--- src/rtl/mem_stage.sv ---
// mem_stage: MEM pipeline stage. Passes EXE results through to writeback and
// runs single outstanding word accesses against the data memory. The upstream
// pipeline is held while an access is in flight.
//
// Parameter:
//   TIMEOUT        max WAIT cycles without dmem_ack before abort (1..255)
//
// Ports:
//   clk, rst_n     clock; asynchronous active-low reset
//   mem_op         memory operation (MEM_NOP_OP / MEM_LW_OP / MEM_SW_OP / MEM_LB_OP)
//   mem_addr       effective byte address
//   mem_data       store data
//   ex_write_reg, ex_write_data, ex_we   writeback triple from EXE
//   dmem_req, dmem_we, dmem_addr, dmem_wdata   data-memory request (word aligned)
//   dmem_ack, dmem_rdata                       data-memory response
//   stall_req      hold all upstream stages this cycle
//   wb_write_reg, wb_write_data, wb_we         registered MEM/WB outputs
//   misalign_err, timeout_err                  sticky error flags
//
// Build option:
//   MEM_LB_EN      when defined, MEM_LB_OP is a sign-extended byte load at any
//                  alignment; otherwise it behaves as a NOP with no writeback.

`ifndef MEM_NOP_OP
`define MEM_NOP_OP 4'd0
`endif
`ifndef MEM_LW_OP
`define MEM_LW_OP 4'd1
`endif
`ifndef MEM_SW_OP
`define MEM_SW_OP 4'd2
`endif
`ifndef MEM_LB_OP
`define MEM_LB_OP 4'd3
`endif

module mem_stage #(
  parameter int unsigned TIMEOUT = 255
) (
  input  logic        clk,
  input  logic        rst_n,
  input  logic [3:0]  mem_op,
  input  logic [31:0] mem_addr,
  input  logic [31:0] mem_data,
  input  logic [4:0]  ex_write_reg,
  input  logic [31:0] ex_write_data,
  input  logic        ex_we,
  output logic        dmem_req,
  output logic        dmem_we,
  output logic [31:0] dmem_addr,
  output logic [31:0] dmem_wdata,
  input  logic        dmem_ack,
  input  logic [31:0] dmem_rdata,
  output logic        stall_req,
  output logic [4:0]  wb_write_reg,
  output logic [31:0] wb_write_data,
  output logic        wb_we,
  output logic        misalign_err,
  output logic        timeout_err
);

  typedef enum logic {IDLE, WAIT} state_t;

  localparam logic [7:0] TIMEOUT_LAST = 8'(TIMEOUT - 1);

  state_t      r_state;
  state_t      w_nextState;
  logic [7:0]  r_waitCnt;
  logic [3:0]  r_op;
  logic [1:0]  r_offset;
  logic [4:0]  r_writeReg;
  logic        r_writeEn;
  logic [31:0] r_dmemAddr;
  logic [31:0] r_dmemWdata;
  logic [4:0]  r_wbReg;
  logic [31:0] r_wbData;
  logic        r_wbWe;
  logic        r_misalign;
  logic        r_timeout;

  logic        w_isLw;
  logic        w_isSw;
  logic        w_isLb;
  logic        w_lbStart;
  logic        w_aligned;
  logic        w_start;
  logic        w_misalign;
  logic        w_exWe;
  logic        w_timeoutHit;
  logic [7:0]  w_lbByte;
  logic [31:0] w_loadData;

  // Decode the incoming operation and decide whether it needs the memory.
  assign w_isLw     = (mem_op == `MEM_LW_OP);
  assign w_isSw     = (mem_op == `MEM_SW_OP);
  assign w_isLb     = (mem_op == `MEM_LB_OP);
  assign w_aligned  = (mem_addr[1:0] == 2'b00);
  assign w_misalign = (w_isLw || w_isSw) && !w_aligned;

`ifdef MEM_LB_EN
  assign w_lbStart = w_isLb;
`else
  assign w_lbStart = 1'b0;
`endif

  assign w_start = ((w_isLw || w_isSw) && w_aligned) || w_lbStart;

  // Register 0 is hardwired, so a write to it is never signalled.
  assign w_exWe = ex_we && (ex_write_reg != 5'd0);

  assign w_timeoutHit = (r_waitCnt == TIMEOUT_LAST);

  // Byte lane selection for byte loads (little-endian); only an LB access can
  // reach WAIT with r_op == MEM_LB_OP, which never happens without MEM_LB_EN.
  always_comb begin
    w_lbByte = dmem_rdata[7:0];
    case (r_offset)
      2'd0: w_lbByte = dmem_rdata[7:0];
      2'd1: w_lbByte = dmem_rdata[15:8];
      2'd2: w_lbByte = dmem_rdata[23:16];
      2'd3: w_lbByte = dmem_rdata[31:24];
      default: w_lbByte = dmem_rdata[7:0];
    endcase
  end

  assign w_loadData = (r_op == `MEM_LB_OP) ? {{24{w_lbByte[7]}}, w_lbByte} : dmem_rdata;

  // State register.
  always_ff @(posedge clk or negedge rst_n) begin
    if (!rst_n) begin
      r_state <= IDLE;
    end else begin
      r_state <= w_nextState;
    end
  end

  // Next state and request/stall outputs. The stall is released in the ack
  // cycle and in the abort cycle so upstream advances on that same edge; it
  // is gated by rst_n so reset forces it low immediately.
  always_comb begin
    w_nextState = r_state;
    stall_req   = 1'b0;
    dmem_req    = 1'b0;
    dmem_we     = 1'b0;
    case (r_state)
      IDLE: begin
        if (w_start) begin
          w_nextState = WAIT;
          stall_req   = rst_n;
        end
      end
      WAIT: begin
        dmem_req = 1'b1;
        dmem_we  = (r_op == `MEM_SW_OP);
        if (dmem_ack || w_timeoutHit) begin
          w_nextState = IDLE;
        end else begin
          stall_req = rst_n;
        end
      end
      default: w_nextState = IDLE;
    endcase
  end

  // Access capture, wait counter, writeback registers and error flags.
  // Ack is checked before the timeout so a late ack still completes normally.
  always_ff @(posedge clk or negedge rst_n) begin
    if (!rst_n) begin
      r_waitCnt   <= 8'd0;
      r_op        <= `MEM_NOP_OP;
      r_offset    <= 2'd0;
      r_writeReg  <= 5'd0;
      r_writeEn   <= 1'b0;
      r_dmemAddr  <= 32'd0;
      r_dmemWdata <= 32'd0;
      r_wbReg     <= 5'd0;
      r_wbData    <= 32'd0;
      r_wbWe      <= 1'b0;
      r_misalign  <= 1'b0;
      r_timeout   <= 1'b0;
    end else begin
      case (r_state)
        IDLE: begin
          if (w_start) begin
            r_op        <= mem_op;
            r_dmemAddr  <= {mem_addr[31:2], 2'b00};
            r_offset    <= mem_addr[1:0];
            r_dmemWdata <= mem_data;
            r_writeReg  <= ex_write_reg;
            r_writeEn   <= w_exWe;
            r_waitCnt   <= 8'd0;
            r_wbWe      <= 1'b0;
          end else if (w_misalign) begin
            r_wbWe     <= 1'b0;
            r_misalign <= 1'b1;
          end else if (w_isLb) begin
            r_wbReg  <= ex_write_reg;
            r_wbData <= ex_write_data;
            r_wbWe   <= 1'b0;
          end else begin
            r_wbReg  <= ex_write_reg;
            r_wbData <= ex_write_data;
            r_wbWe   <= w_exWe;
          end
        end
        WAIT: begin
          if (dmem_ack) begin
            if (r_op == `MEM_SW_OP) begin
              r_wbWe <= 1'b0;
            end else begin
              r_wbReg  <= r_writeReg;
              r_wbData <= w_loadData;
              r_wbWe   <= r_writeEn;
            end
          end else if (w_timeoutHit) begin
            r_wbWe    <= 1'b0;
            r_timeout <= 1'b1;
          end else begin
            r_waitCnt <= r_waitCnt + 8'd1;
          end
        end
        default: r_wbWe <= 1'b0;
      endcase
    end
  end

  assign dmem_addr     = r_dmemAddr;
  assign dmem_wdata    = r_dmemWdata;
  assign wb_write_reg  = r_wbReg;
  assign wb_write_data = r_wbData;
  assign wb_we         = r_wbWe;
  assign misalign_err  = r_misalign;
  assign timeout_err   = r_timeout;

endmodule

--- config.mk ---
export PLATFORM = sky130hd
export DESIGN_NAME = mem_stage
export DESIGN_NICKNAME = d
export VERILOG_FILES = /design/src/rtl/mem_stage.sv
export SDC_FILE = /design/constraint.sdc
export NUM_CORES = 1
export LEC_CHECK = 0
export ABC_CLOCK_PERIOD_IN_PS = 1870
export CORE_MARGIN = 2
export CORE_UTILIZATION = 44
export CTS_BUF_LIST = sky130_fd_sc_hd__clkbuf_4
export CTS_CLUSTER_DIAMETER = 100
export CTS_CLUSTER_SIZE = 16
export DETAILED_ROUTE_END_ITERATION = 8
export PLACE_DENSITY_LB_ADDON = 0.15
export SLEW_MARGIN = 20
export SYNTH_ARGS = -nofsm -noshare
export SYNTH_HDL_FRONTEND = slang
export SYNTH_SLANG_ARGS = --single-unit
--- constraint.sdc ---
create_clock -name clk -period 1.87 [get_ports clk]
set_input_delay 0.374 -clock clk [delete_from_list [all_inputs] [get_ports clk]]
set_output_delay 0.374 -clock clk [all_outputs]
set_load 0.02 [all_outputs]
==> run metrics, run 1 <==
run status=finished, violations left; failing checks=setup timing; dpl hpwl=12.5 mm; count of port buffers added during placement=245; Peak supply drop=628 uV; Syn Std Cell Area=0.00584 mm2; WP data arrival=2680 ps; routability cong.=0.910; CTS buffer count=17; crit path kind=flop to flop; WL final=19.2 mm; Cell Count, Final, Fillers Out=1079; Yosys cell types=50; GRT Util Overall=0.262; Required @ worst endpoint=2320 ps; ant diodes=0; Die W=119 um; Worst-Margin Slew=787 ps; final setup fails=3; Worst Setup Start Kind=flop; Critical path origin=r_waitCnt[0]; via count=5739; min-delay src=mem_data[15]; I/O pin count=248; Final min period=2230 ps; vias in the first global route=5805; clk slew on worst S/H paths=120 ps; Clock Skews=13.6 ps; Mapped Cells=611; Hold Path Class=input port to flop; total die area=0.0142 mm2; Nets=1033; Placed Instances=1026; later-pin clock latency in the skew report=550 ps; CTS tree=built; Fin. Hold Viols=0; synthesized area per cell=9.55 um2; CTS max path bufs=2; slew margin rel.=0.476; Seq cells post-synth=123; Slew Viols, Final=0; register area share after synthesis=0.527; first-pass GRT wire length=29.2 mm; unrepaired setup endpoints after global routing=yes; FF-to-FF Start=r_waitCnt[0]; LEAKAGE=4.34 nW; Net Sw Power=2.77 mW; Chip Height=119 um; synth warn=0; Hold Path End=dmem_wdata[15]; FF-to-FF path depth=15; post-route DRC violation count=0; Root Driver=clkbuf_4; antenna violations before repair=0; CP Max Fanout=2; antenna viol nets, final=0; Sw Share=0.343; initial core utilization=0.446; clk sinks=123; post-route core utilization=0.699; RR Endpoint=r_state; sequential share of power=0.420; DR vias/cell=5.32; power share of the combinational group=0.316; Row Count=42; Cell Int Power=5.30 mW; Hold Crit Depth=3; fillcell total=1052; Fmax=448 MHz; average wire per standard cell=17.8 um; total grt overflow=0; period utilization=1.19; final setup margin=-361 ps; max-cap viol count=0; ys async rst share=1.00; PD cells=882 mW/mm2; Clock Power Share=0.264; Main synth FF type=dfrtp_1; Layout area overhead=56.8%; EDFF count, synth=0; Core Region=0.0131 mm2; htree depth=4; R2R Setup Slk=-360 ps; Pre-Repair DR Iteration Count=5; CP endpoint kind=flop; share of cells above drive strength 1=0.165; largest net degree at the start of global routing=124; first-iteration detailed-routing DRC count=492
worst max-delay path, cell delays in order (launching register included):
cell and delay, ps:
dfrtp_1 390, inv_1 60, ha_2 170, nand4_1 150
o21ai_2 220, nand2_2 70, buf_4 130, buf_4 130
buf_6 110, buf_6 100, buf_6 100, buf_6 100
buf_6 100, buf_6 100, buf_6 100, buf_6 100
power groups by stage:
stage                     Sequential (mW)  Clock [mW]  Combinational, mW
final                                3.39        2.13               2.55
after detailed placement             3.46           0               2.74
after global placement               3.43           0               2.69
after floorplan                      3.98           0              0.677
after CTS                            3.39        2.18               2.49
after global routing                 3.45        2.29               2.73
final cells by class:
cell class	instances	area (um2)	area share
timing repair buffer	301	2900	0.317
inverter	4	15.0	0.00164
sequential	123	3080	0.337
multi-input combinational	443	2610	0.286
clock inverter	15	199	0.0217
clock buffer	17	128	0.0139
tap	176	220	0.0241
repair_timing:
| action | CTS | global route |
|---|---|---|
| gates resized for setup | 133 | 17 |
| buffers inserted | 11 | 3 |
| pin swaps | 5 | 5 |
| hold buffers | 1 | 0 |
| cloned | 1 | 6 |
| hold endpoints to repair | 123 | 0 |
| endpoints found under the setup margin | 136 | 36 |
per-stage QoR:
step / TNS (ps) / power (mW) / worst slack, ps / cell area [um2] / hold slack (ps)
2_1_floorplan: 0 / 4.66 / 23.2 / 5840 / 78.4
3_3_place_gp: -20360 / 6.12 / -499 / 8570 / 456
3_5_place_dp: -23910 / 6.20 / -553 / 8570 / 462
4_1_cts: -790 / 8.06 / -362 / 8940 / 299
5_1_grt: -1250 / 8.48 / -488 / 9150 / 300
6_report: -956 / 8.07 / -361 / 9150 / 340
layer usage:
layer	up-vias	track usage	wire, um
met3	42	0.0953	1700
met2	269	0.442	9420
met5	-	0	0
li1	2672	-	-
met4	0	0.100	543
met1	2756	0.305	7520
cells in the final DEF, fill, tap and decap left out, types with 17 or more instances in the layout:
| master | netlist | layout |
|---|---|---|
| nand2_1 | 215 | 214 |
| clkdlybuf4s50_1 | 0 | 139 |
| dfrtp_1 | 123 | 122 |
| dlygate4sd2_1 | 0 | 103 |
| buf_4 | 8 | 37 |
| nor2_1 | 36 | 35 |
| o21ai_1 | 31 | 30 |
| o31ai_2 | 25 | 25 |
| a221oi_1 | 25 | 24 |
| clkbuf_4 | 0 | 17 |
kinds of logic (layout without fill, tap and decap cells):
group,after synthesis,after routing,share of synthesized area
and+or+nand+nor,285,289,0.202
AOI/OAI and AO/OA,130,131,0.180
DFF,123,123,0.527
buffers and inverters,51,337,0.0536
muxes,13,13,0.0223
xor gates and xnor gates,6,6,0.00901
adders and majority gates,2,2,0.00429
other,1,2,0.000643
synth_stat cells (all sizes together) (3+ instances only):
library cell | number | area, um2
a21oi | 11 | 62.6
a221oi | 25 | 219
a2bb2oi | 7 | 61.3
a31oi | 7 | 43.8
and2 | 6 | 37.5
buf | 27 | 219
clkbuf | 20 | 78.8
dfrtp | 123 | 3080
inv | 3 | 11.3
mux2i | 13 | 130
nand2 | 217 | 833
nand3 | 5 | 25.0
nor2 | 38 | 148
nor3 | 3 | 20.0
nor4 | 3 | 18.8
o21ai | 41 | 228
o221ai | 7 | 61.3
o31ai | 26 | 320
xnor2 | 3 | 26.3
xor2 | 3 | 26.3
worst max path at each step:
| stage | end | slack [ps] | cells after the start |
|---|---|---|---|
| 2_1_floorplan | stall_req | 20 | 6 |
| 3_3_place_gp | stall_req | -500 | 6 |
| 3_5_place_dp | wb_write_data[20] | -550 | 5 |
| 4_1_cts | stall_req | -360 | 7 |
| 5_1_grt | stall_req | -490 | 7 |
| 6_report | r_state | -360 | 15 |
No activity file was read; power rests on OpenSTA's default activity.
==> inputs of run 2 (changes only) <==
CORE_ASPECT_RATIO = 0.5   (was not set)
==> run 2 against run 1 <==
Net effect:
- the flow still finishes with violations (setup timing)
- clock-buffer cell count is the same
- hold slack improved by 29 ps
- sequential power barely moved
- register-to-register slack improved by 420 ps
- global-route usage fell by 0.71 points
- final area down 0.71%
- critical endpoint is now stall_req
- clock skew grew 7.9 ps
- clock power is 7% higher
- worst setup slack improved by 40 ps
- non-clock buffer count shrank 2
- routed wire length fell by 6.5%
- sequential share of layout area grew 0.23 points
==> run metrics, run 2 (synthesis results as in run 1) <==
failing checks=setup timing; antenna viol nets, final=0; crit path kind=flop to output port; power share of the combinational group=0.306; Hold Path Class=input port to flop; clk sinks=123; total die area=0.0143 mm2; Core Region=0.0128 mm2; final setup margin=-321 ps; Pre-Repair DR Iteration Count=4; R2R Setup Slk=60 ps; total grt overflow=0; CTS max path bufs=2; first-iteration detailed-routing DRC count=375; first-pass GRT wire length=28.8 mm; share of cells above drive strength 1=0.160; Clock Power Share=0.278; Root Driver=clkbuf_4; Sw Share=0.334; largest net degree at the start of global routing=124; vias in the first global route=5749; gr busiest metal=met2; Final min period=2190 ps; routability cong.=0.841; I/O pin count=248; LEAKAGE=4.30 nW; post-route DRC violation count=0; antenna violations before repair=0; period utilization=1.17; slew margin rel.=0.482; commonest non-fill, non-tap cell in the layout=nand2_1; max-cap viol count=0; PD cells=898 mW/mm2; initial core utilization=0.456; WL final=17.9 mm; CP Max Fanout=2; Clock Skews=21.5 ps; GRT Util Overall=0.255; count of port buffers added during placement=245; Required @ worst endpoint=1500 ps; Nets=1027; CTS buffer count=17; most frequent cells in the layout=215 x nand2_1, 139 x clkdlybuf4s50_1, 123 x dfrtp_1, 103 x dlygate4sd2_1, 39 x buf_4; run status=finished, violations left; Net Sw Power=2.73 mW; met3 Use GR=0.0770; htree depth=4; final setup fails=2; Cell Int Power=5.43 mW; DR vias/cell=5.19; unrepaired setup endpoints after global routing=yes; final hold slack=370 ps; pre-CTS setup slack=-648 ps; Fin. Hold Viols=0; Chip Height=85.4 um; Worst Setup Start Kind=flop; WP data arrival=1820 ps; Fmax=456 MHz; Slew Viols, Final=0; Row Count=29; later-pin clock latency in the skew report=510 ps; met2 usage=0.428; Die W=167 um; Peak supply drop=496 uV; ant diodes=0; CTS tree=built; clk slew on worst S/H paths=130 ps; dpl hpwl=12.2 mm; via count=5533; CP endpoint kind=output port; sequential share of power=0.416; average wire per standard cell=16.8 um; Layout area overhead=55.7%; Worst-Margin Slew=777 ps; total power=8.16 mW; met1 GRT Util=0.313
==> run 2: cell types whose count changed in the layout (fill, tap and decap cells not counted), sizes merged <==
cell	delta
a21oi	-1
buf	-1
bufinv	+1
clkbuf	-1
clkinv	-1
clkinvlp	-1
nand2	-3
==> run 2: per-stage QoR <==
step | instance area (um2) | util | setup TNS, ps | instances
after detailed placement | 8650 | 0.675 | -35510 | 1027
after global routing | 9080 | 0.709 | -751 | 1066
final | 9080 | 0.709 | -508 | 1066
after floorplan | 5840 | - | 0 | 612
after CTS | 8970 | 0.701 | -549 | 1064
after global placement | 8650 | 0.675 | -33870 | 1027
==> run 2: worst paths after layout <==
| kind | from | endpoint | cells after the start |
|---|---|---|---|
| worst min register to register | dmem_addr[14] | dmem_addr[14] | 2 |
| max in group asynchronous | rst_n | wb_write_reg[4] | 3 |
| worst max-delay path | r_waitCnt[0] | stall_req | 7 |
| min in group asynchronous | rst_n | dmem_wdata[15] | 3 |
| worst min-delay path | mem_data[14] | dmem_wdata[14] | 3 |
| worst max register to register | r_op[0] | wb_write_data[0] | 6 |
==> run 2: layout make-up <==
class / instances / area (um2)
Timing Repair Buffer: 299 / 2880
Inverter: 4 / 15.0
Multi-Input combinational cell: 439 / 2550
Tap cell: 170 / 213
Clock buffer: 17 / 128
Fill cell: 1066 / 3720
Sequential cell: 123 / 3080
Clock inverter: 14 / 220
==> run 2: worst max-delay path, cell delays in order, from the launching register on <==
cell,delay (ps)
dfrtp_1,390
inv_1,60
ha_2,170
nand4_1,150
o21ai_2,190
nand2_1,100
and2_4,150
buf_6,120
==> run 2: metal layers <==
metal	vias up	share of wire
met3	24	0.074
met1	2658	0.42
li1	2646	-
met5	-	0
met2	205	0.49
met4	0	0.022
==> run 2: power groups by stage <==
stage / sequential (mW) / combinational, mW / clock [mW]
3_3_place_gp: 3.44 / 2.70 / 0
3_5_place_dp: 3.45 / 2.74 / 0
6_report: 3.39 / 2.50 / 2.27
5_1_grt: 3.45 / 2.71 / 2.43
2_1_floorplan: 3.98 / 0.677 / 0
4_1_cts: 3.39 / 2.50 / 2.31
==> run 2: timing repair <==
action / CTS / global route
pin swaps: 6 / 3
gates cloned: 1 / 1
hold buffers: 1 / 0
hold endpoints to repair: 69 / 0
setup buffers: 4 / 1
resized for setup: 128 / 18
endpoints found under the setup margin: 141 / 40
==> inputs of run 3 (changes only) <==
ABC_AREA = 0   (was not set)
ABC_CLOCK_PERIOD_IN_PS = 2440   (was 1870)
clock period = 2.44 ns   (was 1.87 ns; I/O delays follow)
==> run 3 against run 2 <==
Net effect:
- the run now ends clean
- combinational power fell by 18%
- die area stayed put
- sequential power shrank 23%
- final cell count shrank 2.8%
- worst setup slack better by 460 ps
- clock skew fell by 1.6 ps
- non-clock buffer count shrank 30
- total power down 25%
- largest power group unchanged
- highest routed layer unchanged
==> run metrics, run 3 (synthesis results as in run 1) <==
run status=finished, final reports clean; Fmax=434 MHz; via count=5315; total die area=0.0143 mm2; WP data arrival=1810 ps; Cell Count, Final, Fillers Out=1036; share of cells above drive strength 1=0.120; htree depth=4; clk slew on worst S/H paths=120 ps; CTS buffer count=17; Pre-Repair DR Iteration Count=5; Required @ worst endpoint=1950 ps; PD cells=697 mW/mm2; CP endpoint kind=output port; final setup fails=0; CTS tree=built; Die W=167 um; Cell Chain, Critical Path=inv_1, ha_2, nand4_1, o21ai_2, nand2_1, and2_4, buf_6; Net Sw Power=2.06 mW; power share of the combinational group=0.336; clk sinks=123; Layout area overhead=49.7%; most frequent cells in the layout=242 x clkdlybuf4s50_1, 215 x nand2_1, 123 x dfrtp_1, 36 x nor2_1, 30 x o21ai_1; largest net degree at the start of global routing=124; CTS hold repair buffers=0; FF-to-FF Start=r_offset[0]; Row Count=29; CP Max Fanout=2; CTS max path bufs=2; max-cap viol count=0; buffers and inverters on the worst path=2; Chip Height=85.4 um; DR vias/cell=5.13; initial core utilization=0.456; Placed Instances=1000; slowest stage delay, CP=390 ps; antenna violations before repair=0; Worst-Margin Slew=1010 ps; Fin. Hold Viols=0; later-pin clock latency in the skew report=510 ps; commonest non-fill, non-tap cell in the layout=clkdlybuf4s50_1; Sw Share=0.338; I/O pin count=248; antenna viol nets, final=0; placed instance area=0.00841 mm2; period utilization=0.944; slowest cell on the critical path=dfrtp_1; average wire per standard cell=16.5 um; Slew Viols, Final=0; vias in the first global route=5410; LEAKAGE=3.84 nW; Worst Setup Start Kind=flop; Core Region=0.0128 mm2; crit path kind=flop to output port; Hold Path Class=input port to asynchronous set/reset pin; count of port buffers added during placement=245; Final min period=2300 ps; post-route DRC violation count=0; Clock Power Share=0.235; final design instance area without fill=0.00874 mm2; sequential share of power=0.430; RR Endpoint=wb_write_data[16]; first-pass GRT wire length=27.5 mm; first-iteration detailed-routing DRC count=400; slew margin rel.=0.324; FF-to-FF path depth=5; WL final=17.1 mm; fillcell total=1043; CP delay by family, top=flip-flops; Clock Skews=19.9 ps; Peak supply drop=453 uV; GRT Util Overall=0.243; post-route core utilization=0.682; routability cong.=0.803; total grt overflow=0; Cell Int Power=4.03 mW; dpl hpwl=11.7 mm; R2R Setup Slk=170 ps; Nets=996; ant diodes=0; Root Driver=clkbuf_4
[run 3: changes by cell type in the layout (fill, tap and decap cells not counted), moves of 3 or more]
cell             previous run  this run
dlygate4sd2_1             103         0
clkinvlp_4                  3         6
a21oi_1                     4         9
bufinv_16                   5         2
a21oi_2                     6         1
buf_4                      39        21
buf_6                       6         1
nor2_4                      4         0
clkdlybuf4s50_1           139       242
buf_12                      8         4
[run 3: worst max path at each step]
stage,start,endpoint,slack (ps),cells past startpoint
2_1_floorplan,r_state,stall_req,440,6
3_3_place_gp,mem_op[1],stall_req,-260,7
3_5_place_dp,mem_op[0],stall_req,-240,7
4_1_cts,r_waitCnt[0],stall_req,6,7
5_1_grt,r_waitCnt[0],stall_req,-10,7
6_report,r_waitCnt[0],stall_req,140,7
[run 3: what timing repair did]
action                     CTS  global route
hold endpoints to repair     0             0
setup endpoints to repair    2             2
pin swaps                    1             3
setup buffers                2             2
resized for setup            7             6
[run 3: per-stage QoR]
| stage | setup TNS (ps) | power, mW | hold WS [ps] | setup slack (ps) |
|---|---|---|---|---|
| 2_1_floorplan | 0 | 3.57 | 192 | 444 |
| 3_3_place_gp | -2060 | 4.66 | 457 | -261 |
| 3_5_place_dp | -2830 | 4.70 | 462 | -242 |
| 4_1_cts | 0 | 6.15 | 79.9 | 6.09 |
| 5_1_grt | -13.0 | 6.42 | 56.3 | -13.0 |
| 6_report | 0 | 6.09 | 41.2 | 138 |
[run 3: layout make-up]
class / instances / area [um2] / share of cell area
multi-input combinational: 438 / 2470 / 0.283
clock inverter: 14 / 150 / 0.0172
timing repair buffer: 269 / 2680 / 0.306
clock buffer: 18 / 135 / 0.0155
inverter: 4 / 15.0 / 0.00172
sequential: 123 / 3080 / 0.352
tap: 170 / 213 / 0.0243
[run 3: power by group through the flow]
stage               Clock [mW]  Sequential (mW)  Combinational (mW)
floorplan                    0             3.05               0.519
global placement             0             2.64                2.01
detailed placement           0             2.66                2.04
CTS                       1.47             2.62                2.06
global route              1.56             2.67                2.20
finish                    1.43             2.62                2.05
[run 3: routing by layer]
layer	up-vias	part of all wire	GRT usage
met1	2537	0.42	0.304
li1	2575	-	-
met3	13	0.084	0.0835
met5	-	0	0
met4	0	0.012	0.0697
met2	190	0.48	0.404
